==> src/rtl/addsub_pkg.sv <==
// Shared types and constants for the nibble-serial add/subtract sequencer.
package addsub_pkg;

    typedef enum logic [1:0] {
        IDLE = 2'd0,
        RUN  = 2'd1,
        DONE = 2'd2
    } state_e;

    localparam int NIBBLE_W = 4;
    localparam int ID_W     = 1;

endpackage

==> src/rtl/nibble_addsub.sv <==
// Shared 4-bit add/subtract slice; purely combinational, exposes carry into bit 3
// so the sequencer can derive signed overflow on the top nibble.
module nibble_addsub
    import addsub_pkg::*;
(
    input  logic [NIBBLE_W-1:0] a,
    input  logic [NIBBLE_W-1:0] b,
    input  logic                sub,
    input  logic                cin,
    output logic [NIBBLE_W-1:0] s,
    output logic                cout,
    output logic                c3
);

    logic [NIBBLE_W-1:0] bx;
    logic [NIBBLE_W-1:0] low;
    logic [1:0]          top;

    assign bx  = b ^ {NIBBLE_W{sub}};
    // Split at bit 3 so the carry into the MSB is available separately
    assign low = {1'b0, a[NIBBLE_W-2:0]} + {1'b0, bx[NIBBLE_W-2:0]} + {{(NIBBLE_W-1){1'b0}}, cin};
    assign c3  = low[NIBBLE_W-1];
    assign top = {1'b0, a[NIBBLE_W-1]} + {1'b0, bx[NIBBLE_W-1]} + {1'b0, c3};

    assign s    = {top[0], low[NIBBLE_W-2:0]};
    assign cout = top[1];

endmodule

==> src/rtl/addsub_seq_arb.sv <==
// Two-requester round-robin front end feeding one nibble slice; operands are
// processed LSB nibble first with the carry chained through a register.
module addsub_seq_arb
    import addsub_pkg::*;
#(
    parameter  int NIBBLES = 4,
    localparam int W       = NIBBLE_W * NIBBLES
) (
    input  logic         clk,
    input  logic         rst,
    input  logic         req0_valid,
    output logic         req0_ready,
    input  logic [W-1:0] req0_a,
    input  logic [W-1:0] req0_b,
    input  logic         req0_sub,
    input  logic         req1_valid,
    output logic         req1_ready,
    input  logic [W-1:0] req1_a,
    input  logic [W-1:0] req1_b,
    input  logic         req1_sub,
    output logic         rsp_valid,
    output logic         rsp_id,
    output logic [W-1:0] rsp_sum,
    output logic         rsp_carry,
    output logic         rsp_ovf
);

    localparam int KW = (NIBBLES > 1) ? $clog2(NIBBLES) : 1;

    state_e              state_q, state_d;
    logic [KW-1:0]       k_q;
    logic [ID_W-1:0]     last_q;
    logic [ID_W-1:0]     id_q;
    logic [ID_W-1:0]     grant;
    logic [W-1:0]        a_q, b_q, res_q, res_d;
    logic                sub_q, c_q;
    logic                accept, last_nib;
    logic [NIBBLE_W-1:0] s_nib;
    logic                cout_nib, c3_nib;

    logic                rsp_valid_q, rsp_carry_q, rsp_ovf_q;
    logic [ID_W-1:0]     rsp_id_q;
    logic [W-1:0]        rsp_sum_q;

    // On a tie the requester not granted last wins
    always_comb begin
        grant = '0;
        if (req0_valid && req1_valid) grant = ~last_q;
        else if (req1_valid)          grant = 1'b1;
    end

    assign accept   = (state_q == IDLE) && !rst && (req0_valid || req1_valid);
    assign last_nib = (k_q == KW'(NIBBLES - 1));

    always_ff @(posedge clk or posedge rst) begin
        if (rst) state_q <= IDLE;
        else     state_q <= state_d;
    end

    always_comb begin
        state_d = state_q;
        case (state_q)
            IDLE:    if (accept)   state_d = RUN;
            RUN:     if (last_nib) state_d = DONE;
            DONE:                  state_d = IDLE;
            default:               state_d = IDLE;
        endcase
    end

    always_comb begin
        req0_ready = accept && (grant == 1'b0);
        req1_ready = accept && (grant == 1'b1);
    end

    nibble_addsub u_slice (
        .a    (a_q[k_q*NIBBLE_W +: NIBBLE_W]),
        .b    (b_q[k_q*NIBBLE_W +: NIBBLE_W]),
        .sub  (sub_q),
        .cin  (c_q),
        .s    (s_nib),
        .cout (cout_nib),
        .c3   (c3_nib)
    );

    always_comb begin
        res_d = res_q;
        res_d[k_q*NIBBLE_W +: NIBBLE_W] = s_nib;
    end

    always_ff @(posedge clk or posedge rst) begin
        if (rst) begin
            k_q         <= '0;
            last_q      <= 1'b1;
            rsp_valid_q <= 1'b0;
            rsp_id_q    <= '0;
            rsp_sum_q   <= '0;
            rsp_carry_q <= 1'b0;
            rsp_ovf_q   <= 1'b0;
        end else begin
            rsp_valid_q <= 1'b0;
            if (accept) begin
                k_q    <= '0;
                last_q <= grant;
            end else if (state_q == RUN) begin
                if (last_nib) begin
                    rsp_valid_q <= 1'b1;
                    rsp_id_q    <= id_q;
                    rsp_sum_q   <= res_d;
                    rsp_carry_q <= cout_nib;
                    rsp_ovf_q   <= c3_nib ^ cout_nib;
                end else begin
                    k_q <= k_q + 1'b1;
                end
            end
        end
    end

    // Operand and partial-result storage needs no reset: always loaded on accept
    always_ff @(posedge clk) begin
        if (accept) begin
            a_q   <= grant[0] ? req1_a : req0_a;
            b_q   <= grant[0] ? req1_b : req0_b;
            sub_q <= grant[0] ? req1_sub : req0_sub;
            c_q   <= grant[0] ? req1_sub : req0_sub;
            id_q  <= grant;
            res_q <= '0;
        end else if (state_q == RUN) begin
            res_q <= res_d;
            c_q   <= cout_nib;
        end
    end

    assign rsp_valid = rsp_valid_q;
    assign rsp_id    = rsp_id_q;
    assign rsp_sum   = rsp_sum_q;
    assign rsp_carry = rsp_carry_q;
    assign rsp_ovf   = rsp_ovf_q;

endmodule

==> config.mk <==
export PLATFORM = sky130hd
export DESIGN_NAME = addsub_seq_arb
export DESIGN_NICKNAME = d
export VERILOG_FILES = /design/src/rtl/addsub_pkg.sv /design/src/rtl/nibble_addsub.sv /design/src/rtl/addsub_seq_arb.sv
export SDC_FILE = /design/constraint.sdc
export NUM_CORES = 1
export LEC_CHECK = 0
export BUFFER_PORTS_ARGS = -buffer_cell sky130_fd_sc_hd__buf_2
export CORE_ASPECT_RATIO = 0.5
export CORE_MARGIN = 8
export CORE_UTILIZATION = 30
export CTS_CLUSTER_DIAMETER = 100
export DETAILED_ROUTE_END_ITERATION = 6
export GPL_ROUTABILITY_DRIVEN = 0
export SETUP_SLACK_MARGIN = 0.2
export SYNTH_ARGS = -nofsm -noshare
export SYNTH_HDL_FRONTEND = slang
export SYNTH_HIERARCHICAL = 1
export SYNTH_SLANG_ARGS = --single-unit
==> constraint.sdc <==
create_clock -name clk -period 6.7 [get_ports clk]
set_input_delay 1.34 -clock clk [delete_from_list [all_inputs] [get_ports clk]]
set_output_delay 1.34 -clock clk [all_outputs]
set_load 0.01 [all_outputs]
==> results of run 1 <==
## power by group through the flow
stage	clock network (mW)	logic [mW]	registers (mW)
6_report	0.484	0.797	0.691
5_1_grt	0.515	0.891	0.711
4_1_cts	0.496	0.808	0.695
3_5_place_dp	0	0.805	0.702
3_3_place_gp	0	0.795	0.698
2_1_floorplan	0	0.591	0.684
## critical path, stage by stage
cell,delay [ns]
sky130_fd_sc_hd__buf_2,0.12
sky130_fd_sc_hd__a21boi_4,0.82
sky130_fd_sc_hd__and2_4,0.30
sky130_fd_sc_hd__buf_2,0.13
## cells in the final DEF, fill, tap and decap left out, types with 8 or more instances in the layout
cell and count:
sky130_fd_sc_hd__dfrtp_1 24, sky130_fd_sc_hd__edfxtp_1 35, sky130_fd_sc_hd__mux2_2 34, sky130_fd_sc_hd__a32o_1 12, sky130_fd_sc_hd__a221oi_1 12, sky130_fd_sc_hd__nand2_1 21, sky130_fd_sc_hd__dfxtp_1 12, sky130_fd_sc_hd__buf_2 91
sky130_fd_sc_hd__nor2_1 29, sky130_fd_sc_hd__clkbuf_16 9, sky130_fd_sc_hd__mux4_2 8
## flip-flops by register name (all words and copies together) (netlist names), 2 cells and up
signal,count
k_q,2
res_q,12
rsp_sum,16
a_q,16
b_q,16
state_q,2
## area by class of cell
cell class | count | area (um^2)
fill | 1042 | 6770
sequential | 72 | 1920
multi-input combinational | 158 | 1390
timing repair buffer | 91 | 455
clock buffer | 10 | 229
tap | 145 | 181
clock inverter | 5 | 72.6
inverter | 9 | 38.8
## logic make-up (layout without fill, tap and decap cells)
logic type,Yosys count,after routing
DFF,72,72
and+or+nand+nor,65,65
muxes,42,42
AOI/OAI and AO/OA,34,34
buffers and inverters,26,115
adders and majority gates,10,10
xor gates and xnor gates,7,7
## routing by layer
layer | GRT usage [%] | share of wire [%] | vias to the layer above | routed length, um
li1 | - | - | 1116 | -
met1 | 12.0 | 43 | 1103 | 3180
met2 | 18.0 | 53 | 54 | 3930
met3 | 2.72 | 3.5 | 2 | 259
met4 | 3.80 | 0.57 | 0 | 42
met5 | 0 | 0 | - | 0
## metrics by stage
step,instances,hold WS [ns],power (mW),cell area (um^2)
after floorplan,256,0.415,1.28,3420
after global placement,475,0.446,1.49,3980
after detailed placement,475,0.451,1.51,3980
after CTS,490,0.463,2.00,4280
after global routing,490,0.475,2.12,4280
final,490,0.457,1.97,4280
## worst max path at each step
| stage | from | to | slack [ns] | cells past startpoint |
|---|---|---|---|---|
| finish | req0_valid | req1_ready | 2.63 | 4 |
| global route | req0_valid | req1_ready | 2.48 | 4 |
| CTS | req0_valid | req1_ready | 2.56 | 4 |
| detailed placement | req0_valid | req1_ready | 2.56 | 4 |
| global placement | req0_valid | req1_ready | 2.60 | 4 |
| floorplan | rst | req1_ready | 2.98 | 4 |
==> metrics.txt, run 1 <==
source of the worst hold timing path=rsp_sum[13]; starting density of the core=30.9%; via count=2275; beginning of the worst register-to-register path=k_q[0]; Slew headroom=27.6%; share of synthesized cell area in and, or, nand and nor gates=9.15%; max-slew violation count=0; end of the worst hold path=rsp_sum[13]; count of cell types in the netlist=35; Worst EP arrival=between 2 and 3 ns; number of buffers inserted during clock tree synthesis=9; Sink Count=between 70 and 80; port bufs=91; die area=15300 um^2; count of synthesis-stage warnings from yosys=6; GR Util All Layers=10.3%; data required time of the worst path=5.36 ns; reg2reg setup slack=3.24 ns; Worst Setup Path Type=input port to primary output; diode count=0; cts hold-fix bufs=0; worst reg2reg endpoint=rsp_sum[11]; CTS Buffer Depth=2; y dimension of the die=91.5 um; setup slack at placement=approximately 2.6 ns; ratio of cells with drive above 1 in the final layout=44.9%; number of levels in the clock H-tree=3; adder and majority gate portion of the synthesized area=4.32%; Setup Fix Bufs, Post-CTS=0; path depth of the worst reg2reg path=8; Cells on Worst Hold Path=2; Nets=421; number of antenna violations at the first check in global routing=0; fraction of synthesized area in multiplexers=between 10% and 20%; Synth area leader=sky130_fd_sc_hd__edfxtp_1; top cells by count, synth=sky130_fd_sc_hd__edfxtp_1, sky130_fd_sc_hd__mux2_2, sky130_fd_sc_hd__nor2_1; post-synth net total=336; share of synthesized flip-flops with an asynchronous set or reset=a little over a third; slack of the critical path=2.63 ns; CTS tree=yes; slew of the pin with the lowest slew margin=approximately 1.1 ns; min cycle time layout=4.07 ns; dominant combinational cell family by area after synthesis=multiplexers; post-DR wirelength/cell=15.1 um; final design utilization=between 30% and 40%; endpoint class of the critical path=primary output; maximum net fanout on the critical path=36; synthesized-area fraction occupied by xor and xnor cells=1.79%; final routed wirelength across all metal layers=7.41 mm; largest net degree at the start of global routing=39; clock insertion delay at the later pin of the skew report=around 0.33 ns; growth of design area from synthesis to finish=25.3%; internal portion of total power=1.25 mW; register clock-pin slew on the reported worst setup and hold paths=0.05 ns; via count of the first global-routing pass=2491; Detailed Route Iter0 Violations=between 100 and 150; Comb pwr share=40.4%; flops & latches, synth=72; Sequential Power Share=35.0%; row count=27; netlist area before placement=around 3400 um^2; total setup violations reported at the end of the flow=0; number of enable flip-flop cells after synthesis=35; switching pwr=0.720 mW; router iterations before antenna repair=4; number of max-cap violations=0; fraction of the yosys area taken by sequential cells=56.1%; maximum resistive drop on vdd=~0.2 mV; number of instances in the synthesized netlist=roughly 260; Synth top area share=30.8%; Leakage Power=1.84 nW; Vias per Instance=4.64; total congestion overflow after global routing=0; RSZ-0062 raised after global routing=false; number of antenna-violating nets in the routed design=0; cell chosen for the clock root=sky130_fd_sc_hd__clkbuf_16; flip-flop cell with the highest count after synthesis=sky130_fd_sc_hd__edfxtp_1; CP startpoint kind=input port; number of DRC violations after detailed routing=0; I/O pin count=between 90 and 100; share of the synthesized area in compound gates (AO/OA/AOI/OAI)=8.57%; Cell Pwr Density=461 nW/um^2; fraction of power consumed by the clock network=24.6%; switching part of the total=about 36%; floorplan die width=167 um; highest attainable clock frequency=246 MHz; period utilisation layout=60.8%; setup clock skew after layout=0.00581 ns; run status=complete, no violations; core outline area=11000 um^2; dominant cell by count in the synthesized netlist=sky130_fd_sc_hd__edfxtp_1; wire length of the first global-routing pass=12.5 mm; total of cells resized after clock tree synthesis=0; post-DP HPWL=5.53 mm; Tightest Hold Check Type=flop to flop; Final Hold Vio Count=0; top cells by area in the synthesized netlist=sky130_fd_sc_hd__edfxtp_1, sky130_fd_sc_hd__dfrtp_1, sky130_fd_sc_hd__mux2_2; syn_area_per_cell=13.3 um^2; Setup TNS Final=0 ns
No activity file was read; power rests on OpenSTA's default activity.
==> run 2, diff against run 1 <==
==> constraint.sdc (replaced) <==
create_clock -name clk -period 3.4 [get_ports clk]
set_input_delay 0.68 -clock clk [delete_from_list [all_inputs] [get_ports clk]]
set_output_delay 0.68 -clock clk [all_outputs]
set_load 0.01 [all_outputs]
==> run 2 against run 1 <==
Via count grew 1.6%. Clock power up 67%. Final cell count is 1.4% higher. First-iteration DRC count grew 3.9%. Critical endpoint is now rsp_sum[7].
==> metrics.txt, run 2 (synthesized netlist as in run 1, its figures left out) <==
run status=complete, no violations; number of antenna-violating nets in the routed design=0 (unchanged); final routed wirelength across all metal layers=7.83 mm (+5.7%); number of DRC violations after detailed routing=0 (unchanged); data required time of the worst path=3.61 ns (-1.75 ns); y dimension of the die=91.5 um (unchanged); GR Util All Layers=10.5% (+0.26 points); register clock-pin slew on the reported worst setup and hold paths=0.05 ns (about the same); endpoint class of the critical path=flop; total setup violations reported at the end of the flow=0 (unchanged); Cells on Worst Hold Path=2 (unchanged); commonest non-fill, non-tap cell in the layout=sky130_fd_sc_hd__buf_2; number of fill cells in the layout=1086 (+4.2%); Tightest Hold Check Type=flop to flop; max-slew violation count=0 (unchanged); Worst Setup Path Type=flop to flop; min cycle time layout=2.96 ns; period utilisation layout=87.1%; Cell Pwr Density=897 nW/um^2 (+95%); post-DP HPWL=5.84 mm (+5.6%); Worst Path Buf+Inv=1 (-1); Final Hold Vio Count=0 (unchanged); path depth of the worst reg2reg path=8 (unchanged); post-DR wirelength/cell=15.8 um (+4.2%); number of levels in the clock H-tree=3 (unchanged); starting density of the core=30.9% (unchanged); ratio of cells with drive above 1 in the final layout=46.6% (+1.7 points); core outline area=11000 um^2 (unchanged); setup clock skew after layout=0.00489 ns (-0.000921 ns); peak per-stage delay on the critical path=0.60 ns (-0.22 ns); floorplan die width=167 um (unchanged); hold slack=0.440 ns (-0.0173 ns); number of antenna violations at the first check in global routing=0 (unchanged); cell chosen for the clock root=sky130_fd_sc_hd__clkbuf_16; number of buffers inserted during clock tree synthesis=9 (unchanged); Vias per Instance=4.65 (+0.15%); Leakage Power=1.85 nW (+0.85%); RSZ-0062 raised after global routing=false; commonest cells after routing, fill and taps aside=sky130_fd_sc_hd__buf_2, sky130_fd_sc_hd__edfxtp_1, sky130_fd_sc_hd__mux2_2; Top delay family on crit path=adder cells; source of the worst hold timing path=id_q; CP startpoint kind=flop; via count=2311 (+1.6%); maximum net fanout on the critical path=9 (-75%); port bufs=91 (unchanged); I/O pin count=92 (unchanged); final design utilization=38.8% (+0.045 points); beginning of the worst register-to-register path=k_q[0]; highest attainable clock frequency=338 MHz; Slew headroom=31.2% (+3.6 points); end of the worst hold path=rsp_id; Setup TNS Final=0 ns (unchanged); wire length of the first global-routing pass=12.9 mm (+2.8%); via count of the first global-routing pass=2600 (+4.4%); maximum resistive drop on vdd=0.427 mV (+120%); slew of the pin with the lowest slew margin=1.03 ns (-0.0521 ns); Nets=428 (+1.7%); Detailed Route Iter0 Violations=132 (+3.9%); clock insertion delay at the later pin of the skew report=0.33 ns (about the same); reg2reg setup slack=0.44 ns (-2.80 ns); Worst EP arrival=3.17 ns (+0.44 ns); setup slack at placement=0.254 ns (-2.31 ns); total congestion overflow after global routing=0 (unchanged); row count=27 (unchanged); largest net degree at the start of global routing=38 (-2.6%); die area=15300 um^2 (unchanged); CTS Buffer Depth=2 (unchanged); ordered cell list for the critical path=buf_4 > mux4_2 > ha_1 > a21oi_1 > nand2_1 > fa_1 > a221oi_1 > nor2_1; CTS tree=yes; worst reg2reg endpoint=rsp_sum[7]; router iterations before antenna repair=4 (unchanged); critical-path cell with the highest stage delay=sky130_fd_sc_hd__fa_1; Sink Count=72 (unchanged); growth of design area from synthesis to finish=25.4%; number of max-cap violations=0 (unchanged); diode count=0 (unchanged); slack of the critical path=0.438 ns (-2.19 ns)
-- run 2: worst max-delay path by stage --
| stage | from | cells past startpoint | to |
|---|---|---|---|
| after CTS | k_q[0] | 8 | rsp_sum[7] |
| after detailed placement | k_q[0] | 8 | rsp_sum[7] |
| after floorplan | k_q[0] | 10 | rsp_sum[11] |
| after global placement | k_q[0] | 8 | rsp_sum[7] |
| final | k_q[0] | 8 | rsp_sum[7] |
| after global routing | k_q[0] | 8 | rsp_sum[11] |
-- run 2: final cells by class --
cell class | count | area [um^2] | area share [%]
flip-flops and latches | 72 | 1920 | 44.8
clock inverters | 6 | 27.5 | 0.642
well taps | 145 | 181 | 4.23
multi-input cells | 158 | 1390 | 32.3
clock buffers | 9 | 225 | 5.26
repair buffers | 98 | 508 | 11.9
inverters | 9 | 38.8 | 0.905
-- run 2: timing repair --
item,4_1_cts,5_1_grt
hold buffers,0,0
setup buffers,0,2
gates resized for setup,0,1
endpoints found under the setup margin,0,3
hold endpoints to repair,0,0
-- run 2: power breakdown --
part	total, mW	internal, mW	switching (mW)	leakage, nW
Clock	0.810	0.478	0.332	0.130
Combinational	1.70	0.717	0.981	0.993
Sequential	1.34	1.19	0.144	0.732
-- run 2: metal layers --
layer / up-vias / GRT usage, % / wire length (um)
met5: - / 0 / 0
met4: 0 / 4.17 / 109
met3: 8 / 2.59 / 259
met2: 56 / 18.5 / 4000
met1: 1123 / 12.3 / 3460
li1: 1124 / - / -
-- run 2: metrics by stage --
stage | total power [mW] | area, um^2 | cells
final | 3.85 | 4290 | 497
after global routing | 4.10 | 4290 | 497
after CTS | 3.87 | 4270 | 495
after detailed placement | 3.05 | 4020 | 480
after global placement | 3.02 | 4020 | 480
after floorplan | 2.51 | 3420 | 256
-- run 2: worst register-to-register path: stages, from the launching register on --
cell and delay [ns]:
sky130_fd_sc_hd__dfrtp_2 0.46, sky130_fd_sc_hd__buf_4 0.23, sky130_fd_sc_hd__mux4_2 0.52, sky130_fd_sc_hd__ha_1 0.35, sky130_fd_sc_hd__a21oi_1 0.14, sky130_fd_sc_hd__nand2_1 0.14
sky130_fd_sc_hd__fa_1 0.60, sky130_fd_sc_hd__a221oi_1 0.33, sky130_fd_sc_hd__nor2_1 0.08
